`src/rtl/fetch_pc_unit_pkg.sv`:
```
// Shared defaults and the per-cycle fetch-control encoding for the PC/fetch stage.
package fetch_pc_unit_pkg;

   localparam int unsigned DEF_ADDR_W   = 32;
   localparam int unsigned DEF_DATA_W   = 32;
   localparam logic [31:0] DEF_RESET_PC = 32'h0;
   localparam int unsigned DEF_PC_STEP  = 1;

   typedef enum logic [1:0] {
      FETCH_NORMAL   = 2'd0,
      FETCH_STALL    = 2'd1,
      FETCH_REDIRECT = 2'd2,
      FETCH_HALT     = 2'd3
   } fetch_ctrl_e;

endpackage

```
`src/rtl/fetch_next_pc_mux.sv`:
```
// Combinational selection of the BRAM address and the next pc_q value.
module fetch_next_pc_mux
   import fetch_pc_unit_pkg::*;
#(
   parameter int unsigned ADDR_W  = DEF_ADDR_W,
   parameter int unsigned PC_STEP = DEF_PC_STEP
) (
   input  fetch_ctrl_e       i_ctrl,
   input  logic [ADDR_W-1:0] i_pc,
   input  logic [ADDR_W-1:0] i_out_pc,
   input  logic              i_out_valid,
   input  logic [ADDR_W-1:0] i_redirect_pc,
   output logic [ADDR_W-1:0] o_imem_addr,
   output logic [ADDR_W-1:0] o_next_pc
);

   localparam logic [ADDR_W-1:0] STEP = ADDR_W'(PC_STEP);

   always_comb begin
      o_imem_addr = i_pc;
      o_next_pc   = i_pc;
      case (i_ctrl)
         FETCH_NORMAL: begin
            o_imem_addr = i_pc;
            o_next_pc   = i_pc + STEP;
         end
         FETCH_STALL: begin
            // Before the first word is out, re-reading out_pc would lose RESET_PC.
            o_imem_addr = i_out_valid ? i_out_pc : i_pc;
            o_next_pc   = i_pc;
         end
         FETCH_REDIRECT: begin
            o_imem_addr = i_redirect_pc;
            o_next_pc   = i_redirect_pc + STEP;
         end
         FETCH_HALT: begin
            o_imem_addr = i_out_pc;
            o_next_pc   = i_pc;
         end
      endcase
   end

endmodule

```
`src/rtl/fetch_pc_unit.sv`:
```
// PC and fetch sequencing ahead of a 1-cycle-latency instruction BRAM; pairs
// each returned word with its PC and a valid flag.
module fetch_pc_unit
   import fetch_pc_unit_pkg::*;
#(
   parameter int unsigned       ADDR_W   = DEF_ADDR_W,
   parameter int unsigned       DATA_W   = DEF_DATA_W,
   parameter logic [ADDR_W-1:0] RESET_PC = ADDR_W'(DEF_RESET_PC),
   parameter int unsigned       PC_STEP  = DEF_PC_STEP
) (
   input  logic              clock,
   input  logic              reset_n,
   input  logic              stall,
   input  logic              redirect_valid,
   input  logic [ADDR_W-1:0] redirect_pc,
   input  logic              halt,
   output logic [ADDR_W-1:0] imem_addr,
   input  logic [DATA_W-1:0] imem_rdata,
   output logic              instr_valid,
   output logic [DATA_W-1:0] instr,
   output logic [ADDR_W-1:0] instr_pc,
   output logic [ADDR_W-1:0] pc_plus_step,
   output logic              halted
);

   localparam logic [ADDR_W-1:0] STEP = ADDR_W'(PC_STEP);

   logic [ADDR_W-1:0] r_pc;
   logic [ADDR_W-1:0] r_out_pc;
   logic              r_out_valid;
   logic              r_halted;

   fetch_ctrl_e       w_ctrl;
   logic [ADDR_W-1:0] w_next_pc;

   always_comb begin
      w_ctrl = FETCH_NORMAL;
      if (r_halted || halt)   w_ctrl = FETCH_HALT;
      else if (redirect_valid) w_ctrl = FETCH_REDIRECT;
      else if (stall)          w_ctrl = FETCH_STALL;
   end

   fetch_next_pc_mux #(
      .ADDR_W  (ADDR_W),
      .PC_STEP (PC_STEP)
   ) u_mux (
      .i_ctrl        (w_ctrl),
      .i_pc          (r_pc),
      .i_out_pc      (r_out_pc),
      .i_out_valid   (r_out_valid),
      .i_redirect_pc (redirect_pc),
      .o_imem_addr   (imem_addr),
      .o_next_pc     (w_next_pc)
   );

   always_ff @(posedge clock or negedge reset_n) begin
      if (!reset_n) begin
         r_pc        <= RESET_PC;
         r_out_pc    <= '0;
         r_out_valid <= 1'b0;
         r_halted    <= 1'b0;
      end else begin
         case (w_ctrl)
            FETCH_NORMAL: begin
               r_out_pc    <= r_pc;
               r_out_valid <= 1'b1;
               r_pc        <= w_next_pc;
            end
            FETCH_REDIRECT: begin
               r_out_pc    <= redirect_pc;
               r_out_valid <= 1'b1;
               r_pc        <= w_next_pc;
            end
            FETCH_HALT: begin
               r_halted    <= 1'b1;
               r_out_valid <= 1'b0;
            end
            default: ;
         endcase
      end
   end

   assign instr_valid  = r_out_valid;
   assign instr        = r_out_valid ? imem_rdata : '0;
   assign instr_pc     = r_out_pc;
   assign pc_plus_step = r_out_pc + STEP;
   assign halted       = r_halted;

endmodule

```
`config.mk`:
```
export PLATFORM = sky130hd
export DESIGN_NAME = fetch_pc_unit
export DESIGN_NICKNAME = d
export VERILOG_FILES = /design/src/rtl/fetch_pc_unit_pkg.sv /design/src/rtl/fetch_next_pc_mux.sv /design/src/rtl/fetch_pc_unit.sv
export SDC_FILE = /design/constraint.sdc
export NUM_CORES = 1
export LEC_CHECK = 0
export CORE_MARGIN = 2
export CORE_UTILIZATION = 47
export CTS_CLUSTER_DIAMETER = 30
export DETAILED_ROUTE_END_ITERATION = 12
export PLACE_DENSITY_LB_ADDON = 0.05
export RECOVER_POWER = 50
export SLEW_MARGIN = 30
export SYNTH_ARGS = -nofsm -noshare
export SYNTH_HDL_FRONTEND = slang
export SYNTH_SLANG_ARGS = --single-unit
```
`constraint.sdc`:
```
create_clock -name clock -period 3.95 [get_ports clock]
set_input_delay 0.5925 -clock clock [delete_from_list [all_inputs] [get_ports clock]]
set_output_delay 0.5925 -clock clock [all_outputs]
set_load 0.02 [all_outputs]
```
# ---- Word level (Yosys, flattened, before mapping)
# Cells that the tools add are included.
dict set report totals {
  ff_bits 66
}
dict set report op_classes {
  addsub 3
  n_reduce_logical 5
  eq_ne 3
  n_mux 9
}
# operator n
set op_table {}
lappend op_table {{case mux 32 bit (4 select lines)} 1}
lappend op_table {{adder 32 x 1 -> 32 bit, second input constant} 3}
lappend op_table {{2-to-1 mux 32 bit} 3}
lappend op_table {{case mux 32 bit (2 select lines)} 1}
lappend op_table {{== test 2 bit, second input constant} 2}
lappend op_table {{2-to-1 mux 2 bit} 2}
lappend op_table {{nonzero test 2 bit} 2}
lappend op_table {{== test 2 x 1 -> 1 bit, second input constant} 1}
lappend op_table {{logical NOT 2 bit} 1}
lappend op_table {{case mux 1 bit (2 select lines)} 1}
lappend op_table {{OR reduction 2 bit} 1}
lappend op_table {{logical OR 1 bit} 1}
lappend op_table {{2-to-1 mux 1 bit} 1}

# ---- Depth between registers and ports, before layout
dict set report depth {
  ltp_word 6
  mapped_depth 14
  mapped_depth_nobuf 10
}

# ---- Cells and area by module
# A second synthesis with hierarchy kept.
dict set report hier_totals {
  cells_unflattened 905
  hier_area_um2 6462.4
}
# mod cells_per_inst instances area_each_um2
set by_module_without_submodules {}
lappend by_module_without_submodules {fetch_pc_unit 410 1 3513.4}
lappend by_module_without_submodules {fetch_next_pc_mux 495 1 2949.1}

# ---- Least setup slack after synthesis
# No wires, ideal clock.
dict set report synth_timing {
  kind {input -> register}
  startpoint {in redirect_valid}
  endpoint {reg r_pc[28]}
  arrival_time_ns 3.103
  required_ns 3.864
  stages 14
  slack_ns 0.761
  cell_sequence {nor3b_4 -> buf_2 -> buf_2 -> buf_2 -> buf_2 -> nand2_1 -> nand2_1 -> ha_1 -> inv_1 -> nor3_1 -> a32oi_1 -> nor4_4 -> mux2_1 -> nor3_1}
}
dict set report synth_via {
  elab_chain_cells 4
  word_cells_on_any_way 6
  classes_between {eq/ne (1); mux (3); reduce/logical (2)}
}
# item line_no
set synth_rtl {}
lappend synth_rtl {{from (decl)} fetch_pc_unit.sv:14} ;# input logic redirect_valid,
lappend synth_rtl {{2-to-1 mux 2 bit (*)} fetch_pc_unit.sv:39} ;# else if (redirect_valid) w_ctrl = FETCH_REDIRECT;
lappend synth_rtl {{2-to-1 mux 2 bit (*)} fetch_pc_unit.sv:38} ;# if (r_halted || halt) w_ctrl = FETCH_HALT;
lappend synth_rtl {{== test 2 bit or logical NOT 2 bit (tied branches)} {fetch_next_pc_mux.sv:22, fetch_pc_unit.sv:63}}
lappend synth_rtl {{2-to-1 mux 32 bit or OR reduction 2 bit (tied branches)} -}
lappend synth_rtl {{to (signal assigned)} fetch_pc_unit.sv:67} ;# r_pc <= w_next_pc;
lappend synth_rtl {{to (signal assigned)} fetch_pc_unit.sv:72} ;# r_pc <= w_next_pc;
lappend synth_rtl {{to (decl)} fetch_pc_unit.sv:28} ;# logic [ADDR_W-1:0] r_pc;
# Mark *: on every way between the ends. The rest lies on a longest branch, timed or not.
# A chain may end at the register's enable or synchronous reset.

# ---- Worst setup path after layout
dict set report layout_timing {
  startpoint {in halt}
  endpoint {out imem_addr[2]}
}
dict set report layout_via {
  elab_chain_cells 4
  word_cells_on_any_way 7
  classes_between {eq/ne (3); mux (2); reduce/logical (2)}
}
# item line_no
set layout_rtl {}
lappend layout_rtl {{from (decl)} fetch_pc_unit.sv:16} ;# input logic halt,
lappend layout_rtl {{logical OR 1 bit (*)} fetch_pc_unit.sv:38}
lappend layout_rtl {{2-to-1 mux 2 bit (*)} fetch_pc_unit.sv:38}
lappend layout_rtl {{== test 2 bit (tied with other cells)} fetch_next_pc_mux.sv:22} ;# case (i_ctrl)
lappend layout_rtl {{case mux 32 bit (4 select lines) (*)} fetch_next_pc_mux.sv:22}
lappend layout_rtl {{to (decl)} fetch_pc_unit.sv:17} ;# output logic [ADDR_W-1:0] imem_addr,
# Marked as above.

==> impl_metrics.ini <==
[critical_path]
arrival_ps = 3120
slowest_delay_ps = 630
required_ps = 3360
worst-path-max-fanout = 12
worstPathCellList = clkdlybuf4s50_1, or2_0, a21oi_1, and2b_1, buf_4, a222oi_1, inv_1, clkdlybuf4s50_1
worst-setup-path-type = input port to output port
worst-path-buf-inv = 4
crit_path_start_kind = input port
cpMostUsedCell = clkdlybuf4s50_1
critical-path-top-delay-family = buffers and inverters
end_kind = output port
cp_slowest_cell = clkdlybuf4s50_1

[die]
core_area_mm2 = 0.01211
ios = 199
die_area_mm2 = 0.01343
num_rows = 40
die_w_um = 115.9
dieHeight_um = 115.9
start_util = 0.4856

[grt]
grt_pass1_wl_um = 34170
antenna_found_initial = 0
grt_max_degree = 56
grt_use_total = 0.3195
grt_overflow = 0
grt_pass1_vias = 6693

[yosys]
avgSynthCellArea_um2 = 7.719
ys_top_cells_by_area = dfrtp_1 (28%), nand2_1 (6.1%), and2_1 (4.4%)
yosysWarnings = 0
synth.distinct_cells = 84
synth_seq_cells = 66
syn_area_mm2 = 0.005882
netlist_instances = 762
yosys.area.top_type_share = 0.2808
async_reset_ff_frac = 1.000
synth_edf_count = 0
synth-main-ff-cell = dfrtp_1
synth_common_cells = nand2_1 (96), dfrtp_1 (66), nor2_1 (64), a21oi_1 (48), o21ai_0 (44)
yosysSeqAreaShare = 0.2808
synth_top_cell_by_area = dfrtp_1
synth_fp_nets = 833
synth_most_common_cell = nand2_1

[clock_tree]
cts_tree = done
clock_latency_ps = 340
cts_resized = 0
numCtsBuffers = 9
cts_setup_buffers = 0
htreeDepth = 3
clock_path_buffers = 2
clk_pin_slew_ps = 60
root_buffer = clkbuf_16
cts_hold_buffers = 0
cts_sinks = 66

[sta]
worst_slew_pin_slew_ps = 2515
report.final.slew_viol_count = 44
setup_viol = 0
period_needed_ps = 3716
hold_viol_final = 0
post-route-period-util = 0.9407
fin_skew_ps = 8.622
fmax_mhz = 269.1
final.setup.tns_ps = 0
rsz0062_at_grt = no
relSlewSlack = -0.6768

[power]
max-vdd-ir-drop_v = 0.0002150
p_leak_uw = 0.003365
power.density_mw_per_mm2 = 270.1

[worst_hold_path]
hold_class = register to register

[layout]
layout.nets = 1011
design_area_mm2 = 0.008349
drive_above_1_share = 0.07513
nFillCells = 1077
synthToLayoutAreaGrowth_pct = 41.95
regArea_mm2 = 0.001652
antenna_cells = 0
multi_input_area_mm2 = 0.003899

[routing]
drc_errors = 0
wl_um = 21330
dr.pass1.iters = 8
drt_first_iter_violations = 665
ant_nets = 0
avgRoutedWirePerCell_um = 19.16
vias = 6839
via_per_inst = 6.145

[place]
dpl.hpwl_um = 15270
place_congestion = 0.9061
placed_area_mm2 = 0.008041
numPortBuffers = 198

[run_status]
outcome = complete, but fails checks
violations = capacitance limit, slew limit

[job]
max_cap_viol_count = 1
-- power by group --
part	internal, µW	switching, µW	total [µW]
registers	724	89.4	814
clock network	571	318	889
logic	274	278	552
-- layer usage --
metal,global-route usage,vias to the layer above,share of wire
li1,-,3140,-
met1,0.3990,3300,0.40
met2,0.5501,352,0.49
met3,0.04969,47,0.071
met4,0.1349,0,0.030
met5,0,-,0
-- through the flow --
step / worst slack (ps) / utilization / power, µW / hold slack [ps] / std cells
finish: 234.4 / 0.6894 / 2255 / 532.5 / 1113
global route: 61.57 / 0.6894 / 2340 / 548.3 / 1113
CTS: 96.38 / 0.6905 / 2273 / 273.9 / 1113
detailed placement: 346.3 / 0.6639 / 1386 / 514.9 / 1097
global placement: 357.7 / 0.6637 / 1375 / 503.5 / 1097
floorplan: 761.2 / - / 1065 / 296.9 / 762
-- area by class of cell --
cell class                 count  area share
tap                          168     0.02518
sequential                    66      0.1978
clock buffer                  12     0.02952
inverter                      25     0.01124
clock inverter                 4    0.008991
timing repair buffer         222      0.2603
multi-input combinational    616      0.4670
-- sequential cells by signal (all words and copies together), names as in the netlist --
signal       count
r_pc            32
instr_valid      1
halted           1
instr_pc        32
-- cells by family (layout without fill, tap and decap cells) --
group	count (synthesis)	after routing	share of synthesized area
xor gates and xnor gates	32	32	0.04765
muxes	26	26	0.04892
DFF	66	66	0.2808
buffers and inverters	80	263	0.05722
adders and majority gates	2	2	0.004254
and+or+nand+nor	342	342	0.3089
AOI/OAI and AO/OA	214	214	0.2523
-- cells in the final DEF (no fill, tap or decap), types with 8 or more instances in the layout --
cell type / synthesis / layout
clkbuf_16: 0 / 9
buf_4: 0 / 19
nand2_1: 96 / 96
dlygate4sd3_1: 0 / 39
and2_1: 41 / 41
nand4_1: 18 / 18
a22oi_1: 13 / 13
mux2i_1: 13 / 13
a31oi_1: 11 / 11
xnor2_1: 19 / 19
dfrtp_1: 66 / 66
xor2_1: 13 / 13
a21o_1: 16 / 16
clkdlybuf4s50_1: 0 / 158
inv_1: 24 / 24
nor2_1: 64 / 64
nor2b_1: 8 / 8
o21ai_0: 44 / 44
and3_1: 10 / 10
a21oi_1: 48 / 48
a211oi_1: 9 / 9
a222oi_1: 8 / 8
nand3_1: 33 / 32
nor3_1: 25 / 25
-- worst paths after layout --
kind	start	to	slack (ps)	cells past startpoint
max	halt	imem_addr[2]	230	8
min	r_pc[27]	r_pc[27]	530	2
max reg2reg	halted	r_pc[6]	750	7
min reg2reg	r_pc[27]	r_pc[27]	530	2
max in group asynchronous	reset_n	r_pc[26]	1160	2
min in group asynchronous	reset_n	instr_pc[1]	1020	1
-- tightest hold or removal path, delay by kind of cell, from the launching register on --
family           cells  cell delay (ps)
AND/OR/NAND/NOR      1               60
AO/OA/AOI/OAI        1               60
flip-flops           1              370
Note: power is estimated with default switching activity, not from simulation.
